[config.mk]
export PLATFORM = sky130hd
export DESIGN_NAME = adau_i2s_tx
export DESIGN_NICKNAME = d
export VERILOG_FILES = /design/src/rtl/adau_i2s_tx.sv
export SDC_FILE = /design/constraint.sdc
export NUM_CORES = 1
export LEC_CHECK = 0
export ABC_AREA = 1
export BUFFER_PORTS_ARGS = -buffer_cell sky130_fd_sc_hd__clkbuf_2
export CAP_MARGIN = 10
export CORE_UTILIZATION = 27
export CTS_CLUSTER_SIZE = 25
export DETAILED_ROUTE_END_ITERATION = 8
export GPL_ROUTABILITY_DRIVEN = 1
export PLACE_DENSITY = 0.45
export SYNTH_ARGS = -nofsm -noshare
export SYNTH_HDL_FRONTEND = slang
export SYNTH_SLANG_ARGS = --single-unit
[constraint.sdc]
create_clock -name clk -period 5.4 [get_ports clk]
set_input_delay 1.08 -clock clk [delete_from_list [all_inputs] [get_ports clk]]
set_output_delay 1.08 -clock clk [all_outputs]
set_load 0.02 [all_outputs]
[src/rtl/adau_i2s_tx.sv]
// +----------------------------------------------------------------------------+
// | adau_i2s_tx : stereo 24-bit I2S master transmitter with push/full FIFO.    |
// | Option macro: ADAU_TX_HOLD_LAST_EN (repeat last pair on underrun).         |
// | Revision    : 1.0 - initial release                                        |
// +----------------------------------------------------------------------------+
`default_nettype none

module adau_i2s_tx #(
  parameter int FIFO_DEPTH = 16,
  parameter int BCLK_DIV   = 8
) (
  input  logic        clk,
  input  logic        reset,
  input  logic [23:0] audio_l,
  input  logic [23:0] audio_r,
  input  logic        audio_valid,
  output logic        audio_full,
  input  logic        enable,
  output logic        bclk,
  output logic        lrclk,
  output logic        sdata,
  output logic        underrun
);

  localparam int c_addr_w = $clog2(FIFO_DEPTH);
  localparam int c_div_w  = (BCLK_DIV > 1) ? $clog2(BCLK_DIV) : 1;
  localparam logic [c_div_w-1:0]  c_div_max = c_div_w'(BCLK_DIV - 1);
  localparam logic [c_addr_w:0]   c_depth   = (c_addr_w + 1)'(FIFO_DEPTH);
  localparam logic [5:0]          c_slot_last = 6'd63;

  typedef enum logic [0:0] {
    ST_IDLE = 1'b0,
    ST_RUN  = 1'b1
  } state_t;

  logic [47:0]       r_mem [FIFO_DEPTH];
  logic [c_addr_w:0] r_wptr;
  logic [c_addr_w:0] r_rptr;
  logic              r_full;
  logic [c_addr_w:0] w_count;
  logic [c_addr_w:0] w_count_n;
  logic              w_empty;
  logic              w_push;
  logic              w_pop;

  state_t            r_state;
  state_t            w_state_n;
  logic [c_div_w-1:0] r_div;
  logic [c_div_w-1:0] w_div_n;
  logic              r_bclk;
  logic              w_bclk_n;
  logic [5:0]        r_slot;
  logic [5:0]        w_slot_n;
  logic [5:0]        w_slot_inc;
  logic              r_lrclk;
  logic              w_lrclk_n;
  logic              r_sdata;
  logic              w_sdata_n;
  logic [63:0]       r_sh;
  logic [63:0]       w_sh_n;
  logic              r_underrun;
  logic              w_underrun_n;

  logic [47:0]       w_fill;
  logic [47:0]       w_src;
  logic [63:0]       w_word;

  assign w_count    = r_wptr - r_rptr;
  assign w_empty    = (w_count == '0);
  assign w_push     = audio_valid && !r_full;
  assign w_count_n  = w_count + {{c_addr_w{1'b0}}, w_push} - {{c_addr_w{1'b0}}, w_pop};
  assign w_slot_inc = r_slot + 6'd1;

  always_ff @(posedge clk) begin
    if (w_push) begin
      r_mem[r_wptr[c_addr_w-1:0]] <= {audio_l, audio_r};
    end
  end

  // Full is derived from the post-edge count so a push never lands on a full FIFO.
  always_ff @(posedge clk or posedge reset) begin
    if (reset) begin
      r_wptr <= '0;
      r_rptr <= '0;
      r_full <= 1'b0;
    end else begin
      if (w_push) r_wptr <= r_wptr + 1'b1;
      if (w_pop)  r_rptr <= r_rptr + 1'b1;
      r_full <= (w_count_n == c_depth);
    end
  end

`ifdef ADAU_TX_HOLD_LAST_EN
  logic [47:0] r_last;

  always_ff @(posedge clk or posedge reset) begin
    if (reset) begin
      r_last <= '0;
    end else if (w_pop) begin
      r_last <= w_src;
    end
  end

  assign w_fill = r_last;
`else
  assign w_fill = '0;
`endif

  assign w_src  = w_empty ? w_fill : r_mem[r_rptr[c_addr_w-1:0]];
  // Per channel: one-bit delay slot, 24 data bits MSB first, 7 pad slots.
  assign w_word = {1'b0, w_src[47:24], 7'b0, 1'b0, w_src[23:0], 7'b0};

  always_ff @(posedge clk or posedge reset) begin
    if (reset) begin
      r_state    <= ST_IDLE;
      r_div      <= '0;
      r_bclk     <= 1'b0;
      r_slot     <= c_slot_last;
      r_lrclk    <= 1'b1;
      r_sdata    <= 1'b0;
      r_sh       <= '0;
      r_underrun <= 1'b0;
    end else begin
      r_state    <= w_state_n;
      r_div      <= w_div_n;
      r_bclk     <= w_bclk_n;
      r_slot     <= w_slot_n;
      r_lrclk    <= w_lrclk_n;
      r_sdata    <= w_sdata_n;
      r_sh       <= w_sh_n;
      r_underrun <= w_underrun_n;
    end
  end

  always_comb begin
    w_state_n    = r_state;
    w_div_n      = r_div;
    w_bclk_n     = r_bclk;
    w_slot_n     = r_slot;
    w_lrclk_n    = r_lrclk;
    w_sdata_n    = r_sdata;
    w_sh_n       = r_sh;
    w_pop        = 1'b0;
    w_underrun_n = 1'b0;
    case (r_state)
      ST_IDLE: begin
        // Parking at the last slot makes the first falling edge a frame start.
        w_div_n   = '0;
        w_bclk_n  = 1'b0;
        w_slot_n  = c_slot_last;
        w_lrclk_n = 1'b1;
        w_sdata_n = 1'b0;
        if (enable) w_state_n = ST_RUN;
      end
      ST_RUN: begin
        if (r_div != c_div_max) begin
          w_div_n = r_div + c_div_w'(1);
        end else begin
          w_div_n  = '0;
          w_bclk_n = !r_bclk;
          if (r_bclk) begin
            if ((r_slot == c_slot_last) && !enable) begin
              w_state_n = ST_IDLE;
              w_lrclk_n = 1'b1;
              w_sdata_n = 1'b0;
            end else if (r_slot == c_slot_last) begin
              w_slot_n     = 6'd0;
              w_pop        = !w_empty;
              w_underrun_n = w_empty;
              w_lrclk_n    = 1'b0;
              w_sdata_n    = w_word[63];
              w_sh_n       = {w_word[62:0], 1'b0};
            end else begin
              w_slot_n  = w_slot_inc;
              w_lrclk_n = w_slot_inc[5];
              w_sdata_n = r_sh[63];
              w_sh_n    = {r_sh[62:0], 1'b0};
            end
          end
        end
      end
      default: w_state_n = ST_IDLE;
    endcase
  end

  assign audio_full = r_full;
  assign bclk       = r_bclk;
  assign lrclk      = r_lrclk;
  assign sdata      = r_sdata;
  assign underrun   = r_underrun;

endmodule

`default_nettype wire

==> results of run 1 <==
[stage by stage]
step / setup slack (ps) / std cells
after floorplan: 1340 / 3006
after global placement: 1240 / 4601
after detailed placement: 1250 / 4601
after CTS: 1220 / 4772
after global routing: 888 / 4772
final: 1260 / 4773
[sequential cells by signal (all words and copies together) (netlist names), 3 cells and up]
register  cells
r_div         3
r_mem       768
r_rptr        5
r_sh         56
r_slot        6
r_wptr        5
[worst max path at each step]
stage | from | end | slack, ps | cells after the start
after detailed placement | r_rptr[1] | audio_full | 1250 | 18
after global routing | r_rptr[1] | audio_full | 890 | 18
final | r_rptr[1] | audio_full | 1260 | 18
after floorplan | audio_valid | r_mem[15][0] | 1340 | 4
after global placement | r_rptr[1] | audio_full | 1240 | 20
after CTS | r_rptr[1] | audio_full | 1220 | 18
[layout make-up]
cell class / count / area, um^2 / area share, %
flip-flops and latches: 849 / 25100 / 62.9
repair buffers: 103 / 846 / 2.12
multi-input cells: 1850 / 8270 / 20.7
well taps: 1662 / 2080 / 5.21
clock inverters: 38 / 458 / 1.15
diodes: 1 / 2.50 / 0.00627
inverters: 137 / 537 / 1.35
clock buffers: 133 / 2600 / 6.51
[power breakdown]
part | switching (mW) | internal [mW] | total [mW]
clock network | 2.62 | 3.78 | 6.40
logic | 0.945 | 0.334 | 1.28
registers | 0.117 | 7.75 | 7.87
[critical path, delay by kind of cell (launching register included)]
kind                       cells  cell delay (ps)
buffers and inverters          4              380
and+or+nand+nor                5              680
DFF                            1              750
AOI/OAI and AO/OA              3              510
adders and majority gates      5             1550
xor gates and xnor gates       1              190
[routing by layer]
metal	global-route usage [%]	up-vias	wire, um
li1	-	10400	-
met1	19.5	10500	43900
met2	22.8	362	42600
met3	2.59	105	3890
met4	3.47	4	1550
met5	0	-	23
[cells in the final DEF, fill, tap and decap left out, types with 4 or more instances in the layout]
cell type	count
o22ai_1	50
nand3_1	498
dfstp_2	7
inv_2	7
a31oi_1	47
buf_12	17
dfrtp_1	71
o21ai_0	11
clkbuf_16	93
edfxtp_1	768
clkinv_2	6
clkinv_1	14
bufinv_16	9
clkbuf_8	12
ha_1	18
nor3_1	4
nor2_1	19
buf_4	30
a21oi_1	6
clkbuf_1	28
nand2_1	1148
clkbuf_2	56
inv_1	127
xor2_1	10
nor2_4	19
[kinds of logic after synthesis]
kind of cell	count (synthesis)
xor+xnor	10
flops	849
buf+inv	307
simple gates	1702
compound gates	118
fa+ha+maj	20
==> results.toml, run 1 <==
[outcome]
status = "finished clean"

[setup_path]
cp-start-kind = "flop"
critPathCaptureType = "flop"
crit_chain = "inv_8 > fa_1 > xor2_1 > inv_1 > ha_1 > and3_1 > nand3_1 > nand3_2 > inv_2 > ha_1 > inv_1 > ha_1 > fa_1 > a21oi_1 > nor2_1 > o21ai_0 > nand3b_1 > a21oi_1"
cp_data_required_time_ps = 6010
slowest_delay_ps = 750
rr_worst_depth = 18
worst-setup-path-type = "flop to flop"
rr_endpoint = "audio_full"
reg2reg_from = "r_rptr[1]"
r2r_slack_ps = 1260
cp_max_fo = 32
cp.arrival_ps = 4750
crit_top_cell = "ha_1"
cp_slowest_cell = "dfrtp_4"

[min_path]
min_path_cells = 1
hold_start = "r_div[0]"
worst_hold_path_type = "flop to flop"
min_to = "r_div[0]"

[timing]
skew_ps = 26.1
worstMarginPinSlew_ps = 1010
max_freq_ghz = 0.242
tns_ps = 0
timing.final.crit_share_pct = 76.6
hold_ws_ps = 429
fin_crit_ps = 4140
grt_setup_unrepaired = "no"
final-setup-viol-count = 0
finalHoldViolations = 0
maxSlewHeadroom_pct = 32.3
finalMaxSlewViolations = 0

[grt]
grt_max_degree = 169
first_global_vias = 21100
grt_overflow = 0
track_usage_pct = 14.1
antenna_found_initial = 5
grt_pass1_wl_mm = 139

[clock_tree]
cts_tree = "built"
cts_sinks = 849
clkTransAtPathRegs_ps = 60
numCtsBuffers = 92
hold_buffers = 0
cts_max_level = 3
clock_path_buffers = 3
clk_latency_ps = 690
root_buffer = "clkbuf_16"
cts_resized = 0
postCtsSetupRepairBufs = 0

[yosys]
synth_fa_ha_area_share_pct = 0.763
synthTopCellsByCount = "nand2_1, edfxtp_1, nand3_1, inv_1, buf_2"
yosysMostFrequentCell = "nand2_1"
dominantRegCellSynth = "edfxtp_1"
seq_area_frac_synth_pct = 72.2
yosys-mux-area-fraction_pct = 0
synthSimpleGateAreaFrac_pct = 20.3
avgSynthCellArea_um2 = 11.6
ys_warn_count = 0
synth_edf_count = 768
yosysTopAreaCellShare_pct = 66.4
synth_seq_cells = 849
synth_compound_area_share_pct = 2.07
synth_area_leader_cell = "edfxtp_1"
synthXorXnorAreaFrac_pct = 0.252
synth_top_family_by_area = "simple AND/OR/NAND/NOR gates"
syn_inst = 3006
synth_nets = 3078
syn_area_mm2 = 0.0348
netlist_top_cells_area = "edfxtp_1, nand2_1, nand3_1"
async_flop_share_pct = 9.54
synth_cell_types = 35

[finish]
drive_gt1_share_pct = 8.97
final_core_util_pct = 31.3
final_nets = 3105
area_growth_pct = 14.8
final_cell_area_mm2 = 0.0399
n_fill_cell = 12800

[route]
drtPass1Iterations = 5
drtIter0Drc = 1518
wire_per_inst_um = 19.3
drtAntennaViolNets = 0
drc = 0
routed_via_density = 4.49
vias = 21400
routed_wl_mm = 91.9

[pwr]
ir_drop_uv = 284
p_total_mw = 15.6
p_leak_nw = 14.9
powerDensity_mw_per_mm2 = 390

[floorplan]
coreArea_mm2 = 0.128
fp.dieW_um = 361
die_area_mm2 = 0.130
rows = 131
start_util_pct = 27.2
io_pins = 57
fp.dieH_um = 361

[placed_design]
io_buffers = 56
placed_area_mm2 = 0.0368
gp_congestion = 0.730
dp_hpwl_mm = 47.0

[flow_run]
cap_violations = 0
(Power assumes the default switching activity.)
==> run 2: changes to the inputs <==
==> constraint.sdc (replaced) <==
create_clock -name clk -period 4.05 [get_ports clk]
set_input_delay 0.81 -clock clk [delete_from_list [all_inputs] [get_ports clk]]
set_output_delay 0.81 -clock clk [all_outputs]
set_load 0.02 [all_outputs]
==> run 2 against run 1 <==
Net effect:
- setup slack got worse by 1000 ps
- power increased by 32%
- clock power increased by 30%
- flip-flop and latch count unchanged
- critical path depth increased by 2
- worst hold slack got worse by 310 ps
- global-route usage increased by 0.51 points
- final cell count increased by 0.27%
- clock-buffer cell count decreased by 6
- combinational power increased by 38%
- critical endpoint unchanged
- largest power group unchanged
- highest routed layer unchanged
==> results.toml, run 2 (same netlist as run 1, synthesis figures left out) <==
[outcome]
status = "finished clean"

[clock_tree]
hold_buffers = 0
numCtsBuffers = 93
cts_sinks = 849
clk_latency_ps = 690
root_buffer = "clkbuf_16"
cts_max_level = 3
clock_path_buffers = 3
cts_tree = "built"
clkTransAtPathRegs_ps = 60
postCtsSetupRepairBufs = 0
cts_resized = 0

[setup_path]
crit_chain = "inv_1 > ha_1 > inv_1 > fa_1 > xor2_1 > inv_1 > ha_1 > and3_1 > nand3_1 > nand3_2 > inv_2 > ha_1 > inv_1 > ha_1 > fa_1 > a21oi_1 > nor2_1 > o21ai_0 > nand3b_1 > a21oi_1"
reg2reg_from = "r_wptr[0]"
r2r_slack_ps = 270
setup.worst_path.start = "r_wptr[0]"
worst-setup-path-type = "flop to flop"
cp_max_fo = 5
cp_data_required_time_ps = 4660
cp-start-kind = "flop"
slowest_delay_ps = 460
critPathCaptureType = "flop"
cp.arrival_ps = 4400
cp_slowest_cell = "fa_1"

[route]
vias = 21700
drtPass1Iterations = 5
wire_per_inst_um = 20.0
drtIter0Drc = 1552
drtAntennaViolNets = 0
routed_wl_mm = 95.8
routed_via_density = 4.54
drc = 0

[placed_design]
gp_congestion = 0.741
dp_hpwl_mm = 45.6
dp_cells = 4614
io_buffers = 56
dp_slack_ps = 288

[pwr]
p_comb_share_pct = 8.6
switching_power_mw = 5.04
p_int_mw = 15.5
p_leak_nw = 14.9
power_frac_seq_pct = 51.0
ir_drop_uv = 399
powerDensity_mw_per_mm2 = 516
p_clk_share_pct = 40.4
swShare_pct = 24.5

[flow_run]
cap_violations = 0

[finish]
final_common_cell = "nand2_1"
final_cells = 4786
final_nets = 3119
n_fill_cell = 12800
final_core_util_pct = 31.2
area_growth_pct = 14.8
largest_register_ffs = 768
drive_gt1_share_pct = 9.19
final_cell_mix = "nand2_1, edfxtp_1, nand3_1"

[floorplan]
fp.dieW_um = 361
fp.dieH_um = 361
start_util_pct = 27.2
rows = 131
die_area_mm2 = 0.130
coreArea_mm2 = 0.128
io_pins = 57

[timing]
fin_ws_ps = 267
finalMaxSlewViolations = 0
max_freq_ghz = 0.264
skew_ps = 52.0
worstMarginPinSlew_ps = 1070
final-setup-viol-count = 0
timing.final.crit_share_pct = 93.4
tns_ps = 0
finalHoldViolations = 0
grt_setup_unrepaired = "no"
hold_ws_ps = 123
maxSlewHeadroom_pct = 28.8
fin_crit_ps = 3780

[grt]
grt_pass1_wl_mm = 142
grt_overflow = 0
grt_max_degree = 130
track_usage_pct = 14.6
antenna_found_initial = 12
first_global_vias = 21100

[min_path]
worst_hold_path_type = "primary input to async pin"
## run 2: routing by layer
layer | wire length, um | up-vias | part of all wire [%] | global-route usage [%]
met5 | 61 | - | 0.064 | 0
met4 | 1860 | 10 | 1.9 | 3.94
met3 | 4700 | 124 | 4.9 | 2.72
met2 | 44700 | 427 | 47 | 23.8
met1 | 44500 | 10700 | 46 | 19.9
li1 | - | 10500 | - | -
## run 2: worst paths after layout
kind | end | depth (start not counted)
setup reg to reg | audio_full | 20
setup / recovery | audio_full | 20
min in group clk | r_state | 3
max in group asynchronous | r_sh[51] | 3
hold / removal | audio_full | 2
hold reg to reg | r_div[0] | 1
## run 2: final cells by class
| cell class | instances | area, um^2 | share of cell area (%) |
|---|---|---|---|
| clock inverters | 43 | 473 | 1.19 |
| inverters | 137 | 537 | 1.35 |
| repair buffers | 116 | 918 | 2.30 |
| clock buffers | 127 | 2490 | 6.25 |
| diodes | 2 | 5.00 | 0.0125 |
| well taps | 1662 | 2080 | 5.21 |
| flip-flops and latches | 849 | 25100 | 62.9 |
| multi-input cells | 1850 | 8270 | 20.7 |
## run 2: power groups by stage
stage / clock, mW / sequential (mW) / combinational [mW]
after floorplan: 0 / 10.7 / 0.933
after global placement: 0 / 10.7 / 1.83
after detailed placement: 0 / 10.7 / 1.81
after CTS: 8.50 / 10.5 / 1.82
after global routing: 8.84 / 10.5 / 1.98
final: 8.30 / 10.5 / 1.77
## run 2: worst max-delay path: cells and delay by family (launching register included)
family | cells | cell delay, ps
AO/OA/AOI/OAI | 3 | 530
adder cells (fa/ha/maj) | 6 | 1640
flip-flops | 1 | 430
AND/OR/NAND/NOR | 5 | 540
buffers and inverters | 5 | 370
XOR/XNOR | 1 | 200
## run 2: metrics by stage
stage	power, mW	area, um^2
global placement	12.5	36900
floorplan	11.6	34800
CTS	20.8	39900
finish	20.6	39900
global route	21.4	39900
detailed placement	12.5	36900
